## src/rtl/fifo_pkg.sv

```systemverilog
// Shared async-FIFO helpers: Gray/binary conversion and parameter limits.
// Used by both the write-side and read-side pointer controllers.
package fifo_pkg;

  localparam int MIN_ADDR_WIDTH = 2;
  localparam int MAX_ADDR_WIDTH = 16;
  localparam int MAX_PTR_W      = MAX_ADDR_WIDTH + 1;

  // Operate on the widest pointer; callers zero-extend in and truncate out.
  function automatic logic [MAX_PTR_W-1:0] bin2gray(input logic [MAX_PTR_W-1:0] b);
    return b ^ (b >> 1);
  endfunction

  function automatic logic [MAX_PTR_W-1:0] gray2bin(input logic [MAX_PTR_W-1:0] g);
    logic [MAX_PTR_W-1:0] b;
    b = '0;
    for (int i = 0; i < MAX_PTR_W; i++) begin
      b[i] = ^(g >> i);
    end
    return b;
  endfunction

endpackage

```

## src/rtl/fifo_gray2bin.sv

```systemverilog
// Combinational Gray-to-binary converter (XOR prefix from the MSB down).
module fifo_gray2bin #(
  parameter int W = 4
) (
  input  logic [W-1:0] gray,
  output logic [W-1:0] bin
);

  always_comb begin
    bin = '0;
    for (int i = 0; i < W; i++) begin
      bin[i] = ^(gray >> i);
    end
  end

endmodule

```

## src/rtl/wptr_ctrl.sv

```systemverilog
// Write-domain pointer controller for the async FIFO: pointers, full, level, almost-full.
// Optional sticky overflow flag with `WPTR_OVF_STATUS_EN.
module wptr_ctrl
  import fifo_pkg::*;
#(
  parameter int ADDR_WIDTH   = 3,
  parameter int AFULL_THRESH = 6
) (
  input  logic                  wrclk,
  input  logic                  wrst_n,
  input  logic                  wr_en,
  input  logic [ADDR_WIDTH:0]   g_rptr_sync,
  output logic [ADDR_WIDTH:0]   b_wptr,
  output logic [ADDR_WIDTH:0]   g_wptr,
  output logic [ADDR_WIDTH-1:0] waddr,
  output logic                  wr_accept,
  output logic                  fifo_full,
  output logic                  almost_full,
  output logic [ADDR_WIDTH:0]   wr_level
`ifdef WPTR_OVF_STATUS_EN
  ,
  output logic                  wr_overflow
`endif
);

  localparam int AW    = ADDR_WIDTH;
  localparam int DEPTH = 2 ** ADDR_WIDTH;
  localparam int PTR_W = ADDR_WIDTH + 1;

  if (ADDR_WIDTH < MIN_ADDR_WIDTH || ADDR_WIDTH > MAX_ADDR_WIDTH) begin : g_bad_addr_width
    $error("wptr_ctrl: ADDR_WIDTH out of range 2..16");
  end
  if (AFULL_THRESH < 1 || AFULL_THRESH > DEPTH) begin : g_bad_afull_thresh
    $error("wptr_ctrl: AFULL_THRESH out of range 1..DEPTH");
  end

  logic [PTR_W-1:0] rbin;
  logic [PTR_W-1:0] b_wptr_next;
  logic [PTR_W-1:0] g_wptr_next;
  logic [PTR_W-1:0] level_next;
  logic             full_next;
  logic             afull_next;

  fifo_gray2bin #(.W(PTR_W)) u_rptr_g2b (
    .gray (g_rptr_sync),
    .bin  (rbin)
  );

  assign wr_accept = wr_en & ~fifo_full;
  assign waddr     = b_wptr[AW-1:0];

  // Full when the next write pointer equals the read pointer with both wrap bits inverted in Gray.
  always_comb begin
    b_wptr_next = b_wptr + PTR_W'(wr_accept);
    g_wptr_next = PTR_W'(bin2gray(MAX_PTR_W'(b_wptr_next)));
    full_next   = (g_wptr_next == {~g_rptr_sync[AW:AW-1], g_rptr_sync[AW-2:0]});
    level_next  = b_wptr_next - rbin;
    afull_next  = (level_next >= PTR_W'(AFULL_THRESH));
  end

  always_ff @(posedge wrclk or negedge wrst_n) begin
    if (!wrst_n) begin
      b_wptr      <= '0;
      g_wptr      <= '0;
      fifo_full   <= 1'b0;
      almost_full <= 1'b0;
      wr_level    <= '0;
    end else begin
      b_wptr      <= b_wptr_next;
      g_wptr      <= g_wptr_next;
      fifo_full   <= full_next;
      almost_full <= afull_next;
      wr_level    <= level_next;
    end
  end

`ifdef WPTR_OVF_STATUS_EN
  // Sticky until reset: records any write attempt that was dropped because the FIFO was full.
  always_ff @(posedge wrclk or negedge wrst_n) begin
    if (!wrst_n) begin
      wr_overflow <= 1'b0;
    end else if (wr_en && fifo_full) begin
      wr_overflow <= 1'b1;
    end
  end
`endif

endmodule

```

## config.mk

```make
export PLATFORM = sky130hd
export DESIGN_NAME = wptr_ctrl
export DESIGN_NICKNAME = d
export VERILOG_FILES = /design/src/rtl/fifo_pkg.sv /design/src/rtl/fifo_gray2bin.sv /design/src/rtl/wptr_ctrl.sv
export SDC_FILE = /design/constraint.sdc
export NUM_CORES = 1
export LEC_CHECK = 0
export CORE_UTILIZATION = 44
export CTS_CLUSTER_DIAMETER = 200
export DETAILED_ROUTE_END_ITERATION = 10
export MAX_ROUTING_LAYER = met4
export PLACE_DENSITY = 0.83
export REMOVE_ABC_BUFFERS = 1
export SYNTH_ARGS = -nofsm -noshare
export SYNTH_HDL_FRONTEND = slang
export SYNTH_HIERARCHICAL = 1
export SYNTH_SLANG_ARGS = --single-unit
```

## constraint.sdc

```tcl
create_clock -name wrclk -period 2.8 [get_ports wrclk]
set_clock_uncertainty 0.2 [all_clocks]
set_input_delay 0.7 -clock wrclk [delete_from_list [all_inputs] [get_ports wrclk]]
set_output_delay 0.7 -clock wrclk [all_outputs]
set_load 0.02 [all_outputs]
```

==> impl_metrics.py, run 1 <==
metrics = {
    "run_status": {
        "outcome": "complete, no violations",
    },
    "final_layout": {
        "drive_above_1_share_pct": 24.2,
        "diodes": 0,
        "seq_area_um2": 325,
        "multi_input_area_um2": 395,
        "fin_nets": 113,
        "syn_to_final_growth_pct": 45.0,
        "n_fill_cell": 108,
    },
    "global_routing": {
        "grt_max_degree": 14,
        "grt_use_met1_pct": 20.8,
        "grt-ovfl-total": 0,
        "met2_usage_pct": 33.2,
        "grt_pass1_vias": 564,
        "antenna_found_initial": 0,
        "grt_usage_pct": 19.4,
        "grt_pass1_wl_um": 2500,
        "gr-max-usage-layer": "met2",
        "met3_usage_pct": 3.67,
    },
    "pwr": {
        "leakage_nw": 0.553,
        "p_per_area_nw_per_um2": 1400,
        "total_power_mw": 1.59,
        "irDropWorstVdd_uv": 780,
    },
    "synthesis": {
        "async_reset_ff_share_pct": 100,
        "yosysTopAreaCell": "dfrtp_1",
        "ys_ff_latch": 13,
        "synthTopCellsByArea": "dfrtp_1 42%, ha_1 8.0%, xor2_1 7.8%",
        "syn_inst": 63,
        "ys_types": 22,
        "synth_enable_flop_cells": 0,
        "ys.flop_type": "dfrtp_1",
        "syn_area_um2": 783,
        "synthAdderAreaFrac_pct": 10.5,
        "syn_area_per_cell_um2": 12.4,
        "yosys_warnings": 6,
        "seq_area_frac_synth_pct": 41.5,
        "synth_xor_area_share_pct": 24.6,
        "synthSimpleGateAreaFrac_pct": 6.55,
        "synthMostInstantiatedCell": "dfrtp_1",
        "synth-compound-area-share_pct": 6.87,
        "synth_common_cells": "13 x dfrtp_1, 8 x inv_1, 7 x xor2_1, 6 x xnor2_1",
        "synth.area.mux_share_pct": 1.28,
        "synth_top_area_share_pct": 41.5,
        "synth_top_family_by_area": "XOR/XNOR gates",
    },
    "sta": {
        "rsz0062_at_grt": "false",
        "setup_viol": 0,
        "hold_viol_final": 0,
        "worst_pin_slew_ns": 0.569,
        "fin_crit_ns": 2.67,
        "max_freq_ghz": 0.375,
        "relSlewSlack_pct": 62.0,
        "setup_ws_ns": 0.134,
        "period_share_pct": 95.2,
        "drv_slew": 0,
    },
    "drt": {
        "vias": 557,
        "wirelength_um": 1570,
        "firstDrtPassIters": 9,
        "drt_iter0_drc": 9,
        "wl_per_cell_um": 13.7,
        "post-route-drc-count": 0,
        "postRouteAntennaNets": 0,
        "vias_per_cell": 4.84,
    },
    "critical_path": {
        "required_ns": 2.77,
        "cp.arrival_ns": 2.64,
        "cp_slowest_cell": "clkdlybuf4s50_1",
        "start_kind": "primary input",
        "cp_cell_sequence": "clkdlybuf4s50_1, nor2b_2, ha_2, ha_1, ha_1, nor2b_1, o21ai_1, buf_4, a21boi_4, o22ai_1",
        "cpPeakStageDelay_ns": 0.45,
        "worst_setup_path_end_kind": "flip-flop",
        "cp_common_cell": "ha_1",
        "worstSetupPathType": "in -> reg",
        "worstPathMaxFanout": 3,
    },
    "die": {
        "rows": 14,
        "die_w_um": 44.2,
        "start_util_pct": 49.7,
        "die_h_um": 44.2,
        "core_area_um2": 1580,
        "io_pins": 25,
        "dieArea_um2": 1950,
    },
    "placement": {
        "portBuffers": 24,
        "place_congestion": 0.714,
        "hpwl_um": 1190,
        "place_ws_ns": -0.262,
    },
    "worst_hold_path": {
        "hp-class": "reg -> reg",
    },
    "clock_network": {
        "cts_max_level": 1,
        "cts_tree": "built",
        "cts_buffers": 3,
        "cts_root_buf": "clkbuf_4",
        "insertion_delay_ns": 0.28,
        "cts_hold_buf": 0,
        "clkTransAtPathRegs_ns": 0.08,
        "cts.sinks": 13,
        "cts_buffer_depth": 2,
    },
    "flow_run": {
        "maxCapViolCount": 0,
    },
}
-- logic make-up (layout without fill, tap and decap cells) --
kind of cell | Yosys count | after routing
buffers and inverters | 13 | 49
DFF | 13 | 13
muxes | 1 | 1
xor gates and xnor gates | 17 | 17
adders and majority gates | 6 | 6
AOI/OAI and AO/OA | 6 | 6
and+or+nand+nor | 7 | 7
-- power breakdown --
part | leakage [nW] | internal [mW] | switching [mW] | total, mW
registers | 0.153 | 0.290 | 0.0669 | 0.357
logic | 0.386 | 0.592 | 0.513 | 1.11
clock network | 0.0150 | 0.0554 | 0.0678 | 0.123
-- per-stage QoR --
| step | cell area, um^2 | TNS, ns | hold slack, ns | cells | util, % |
|---|---|---|---|---|---|
| finish | 1140 | 0 | 0.402 | 115 | 72.1 |
| detailed placement | 1090 | -0.816 | 0.396 | 109 | 69.0 |
| floorplan | 746 | -0.157 | 0.204 | 58 | - |
| global route | 1140 | 0 | 0.444 | 115 | 72.1 |
| global placement | 1090 | -0.560 | 0.380 | 109 | 69.0 |
| CTS | 1110 | 0 | 0.407 | 113 | 70.6 |
-- critical path: cells and delay by family --
kind                       cells  cell delay, ns
and+or+nand+nor                2            0.28
buffers and inverters          2            0.59
AOI/OAI and AO/OA              3            0.31
adders and majority gates      3            0.75
-- path summary, 6_finish.rpt --
kind,start,endpoint,slack (ns),cells past startpoint
max,wr_en,almost_full,0.13,10
min,b_wptr[3],b_wptr[3],0.40,1
max reg2reg,fifo_full,almost_full,0.63,9
min reg2reg,b_wptr[3],b_wptr[3],0.40,1
max in group asynchronous,wrst_n,b_wptr[1],1.46,1
min in group asynchronous,wrst_n,g_wptr[0],0.57,1
-- flip-flops by register name, summed over array words and instances (netlist names) --
register and flops:
wr_level 4, almost_full 1, b_wptr 4, fifo_full 1, g_wptr 3
-- cell type report --
type | count | area share [%]
clock buffers | 4 | 2.31
inverters | 8 | 2.64
multi-input cells | 37 | 34.8
flip-flops and latches | 13 | 28.6
well taps | 16 | 1.76
repair buffers | 37 | 29.8
-- routing by layer --
| metal | wire length (um) | vias to the layer above |
|---|---|---|
| met3 | 74 | 3 |
| met5 | 0 | - |
| met1 | 651 | 260 |
| met4 | 20 | 0 |
| li1 | - | 270 |
| met2 | 827 | 24 |
-- cells in the final DEF, fill, tap and decap left out --
cell type	Yosys	final
nor2_1	2	2
fa_1	1	1
xor2_1	7	7
mux2i_1	1	1
nor2b_2	0	1
o21ai_1	1	1
nor2b_1	2	1
clkbuf_4	0	3
xnor3_1	1	1
nand3_2	1	1
a21oi_1	1	1
inv_1	8	8
a21boi_4	1	1
xor3_1	1	1
o22ai_1	1	1
and4_1	1	1
a32oi_1	1	1
a21bo_2	1	1
ha_2	0	1
dlygate4sd2_1	0	1
nor3b_2	1	1
buf_4	5	13
clkdlybuf4s50_1	0	22
xor2_2	2	2
dlymetal6s2s_1	0	1
clkbuf_1	0	1
ha_1	5	4
dfrtp_1	13	13
xnor2_1	6	6
-- what timing repair did --
| item | CTS | global route |
|---|---|---|
| pin swaps | 0 | 3 |
| gates resized for setup | 1 | 3 |
| endpoints found under the setup margin | 1 | 3 |
| buffers inserted | 0 | 2 |
Power figures use the tool's default switching activity.
==> run 2: changes to the inputs <==
CTS_CLUSTER_SIZE = 10   (was not set)
==> results of run 2 <==
Same layout as run 1: the final DEF is identical, and so are final timing and power.
==> run 3: changes to the inputs <==
--- a/constraint.sdc
+++ b/constraint.sdc
@@ -4,2 +4,2 @@
 set_output_delay 0.7 -clock wrclk [all_outputs]
-set_load 0.02 [all_outputs]
+set_load 0.005 [all_outputs]
==> run 3 against run 2 <==
  * The run now ends with design-rule violations left
  * Global-route usage unchanged
  * Wire length stayed put
  * Critical path depth decreased by 7
  * Core utilization up 0.079 points
  * Total power down 9.1%
  * Sequential share of layout area barely moved
  * First-iteration DRC count fell by 11%
  * Critical endpoint is now wr_accept
  * Highest routed layer unchanged
==> impl_metrics.py, run 3 (same netlist as run 1, synthesis figures left out) <==
metrics = {
    "pwr": {
        "pwr-share-clk_pct": 8.6,
        "p_per_area_nw_per_um2": 1270,
        "pwr-share-comb_pct": 66.7,
        "total_power_mw": 1.44,
        "p_int_mw": 0.935,
        "p_switching_mw": 0.506,
        "p_sw_share_pct": 35.1,
        "leakage_nw": 0.552,
        "p_seq_share_pct": 24.8,
        "irDropWorstVdd_uv": 725,
    },
    "sta": {
        "rsz0062_at_grt": "false",
        "period_share_pct": 97.4,
        "drv_slew": 0,
        "relSlewSlack_pct": 62.0,
        "hold_viol_final": 0,
        "setup_viol": 0,
        "setup_ws_ns": 0.0722,
        "fin_hold_ws_ns": 0.402,
        "fin_crit_ns": 2.73,
        "worst_pin_slew_ns": 0.569,
        "max_freq_ghz": 0.367,
    },
    "critical_path": {
        "start_kind": "primary input",
        "worst_setup_path_end_kind": "primary output",
        "worstSetupPathType": "in -> out",
        "cp.arrival_ns": 1.83,
        "worstPathMaxFanout": 2,
        "required_ns": 1.90,
    },
    "drt": {
        "vias_per_cell": 4.84,
        "post-route-drc-count": 1,
        "postRouteAntennaNets": 0,
        "vias": 557,
        "wl_per_cell_um": 13.7,
        "firstDrtPassIters": 10,
        "drt_iter0_drc": 8,
        "wirelength_um": 1570,
    },
    "global_routing": {
        "grt_pass1_vias": 564,
        "antenna_found_initial": 0,
        "grt_pass1_wl_um": 2500,
        "grt-ovfl-total": 0,
        "grt_max_degree": 14,
        "grt_usage_pct": 19.4,
    },
    "run_status": {
        "outcome": "finished with violations",
        "violations": "design-rule violations",
    },
    "final_layout": {
        "design_area_um2": 1140,
        "fin_cells": 115,
        "syn_to_final_growth_pct": 45.2,
        "fin_nets": 113,
        "final_common_cell": "clkdlybuf4s50_1",
        "n_fill_cell": 107,
        "drive_above_1_share_pct": 24.2,
        "largestRegisters": "b_wptr: 4 flops, wr_level: 4 flops, g_wptr: 3 flops",
        "diodes": 0,
        "final_cell_mix": "23 x clkdlybuf4s50_1, 13 x dfrtp_1, 13 x buf_4",
    },
    "die": {
        "dieArea_um2": 1950,
        "rows": 14,
        "die_w_um": 44.2,
        "core_area_um2": 1580,
        "io_pins": 25,
        "start_util_pct": 49.7,
        "die_h_um": 44.2,
    },
    "placement": {
        "portBuffers": 24,
        "placed_area_um2": 1090,
        "place_ws_ns": -0.262,
        "hpwl_um": 1190,
        "dp_cells": 109,
        "place_congestion": 0.714,
    },
    "clock_network": {
        "cts_hold_buf": 0,
        "cts_buffer_depth": 2,
        "cts.sinks": 13,
        "cts_root_buf": "clkbuf_4",
        "cts_max_level": 1,
        "cts_tree": "built",
        "insertion_delay_ns": 0.28,
        "clkTransAtPathRegs_ns": 0.08,
        "cts_buffers": 3,
    },
    "flow_run": {
        "maxCapViolCount": 0,
    },
    "worst_hold_path": {
        "hp-class": "reg -> reg",
    },
}
-- run 3: per-layer routing --
layer	up-vias	part of all wire (%)	wire [um]	GRT usage [%]
li1	270	-	-	-
met1	260	41	643	20.8
met2	24	53	826	33.2
met3	3	5.2	82	3.67
met4	0	1.3	20	10.9
met5	-	0	0	-
-- run 3: worst paths after layout --
check	from	to	slack, ns	cells past startpoint
max	wr_en	wr_accept	0.07	3
min	b_wptr[3]	b_wptr[3]	0.40	1
max reg2reg	fifo_full	almost_full	0.62	9
min reg2reg	b_wptr[3]	b_wptr[3]	0.40	1
max in group asynchronous	wrst_n	b_wptr[1]	1.46	1
min in group asynchronous	wrst_n	g_wptr[0]	0.57	1
-- run 3: final cells by class --
type | instances | area [um^2] | share of cell area (%)
timing repair buffer | 37 | 340 | 29.9
multi-input combinational | 37 | 395 | 34.8
inverter | 8 | 30.0 | 2.64
sequential | 13 | 325 | 28.6
clock buffer | 4 | 26.3 | 2.31
tap | 16 | 20.0 | 1.76
-- run 3: timing repair --
| action | CTS | global route |
|---|---|---|
| setup buffers | 0 | 2 |
| endpoints found under the hold margin | 0 | 0 |
| setup endpoints to repair | 0 | 4 |
| gates resized for setup | 0 | 3 |
-- run 3: worst max-delay path, cell delays in order --
cell,delay [ns]
clkdlybuf4s50_1,0.45
nor2b_2,0.16
clkdlybuf4s50_1,0.52
-- run 3: power by group through the flow --
stage          clock network (mW)  logic, mW  registers [mW]
3_3_place_gp                    0      0.920           0.354
3_5_place_dp                    0      0.952           0.360
4_1_cts                     0.126      0.957           0.356
5_1_grt                     0.131       1.05           0.366
6_report                    0.123      0.961           0.357
2_1_floorplan                   0      0.479           0.371
-- run 3: per-stage QoR --
stage	util (%)	setup TNS, ns
after CTS	70.7	0
after global placement	69.0	-0.528
after detailed placement	69.0	-0.751
after floorplan	-	0
final	72.1	0
after global routing	72.1	0
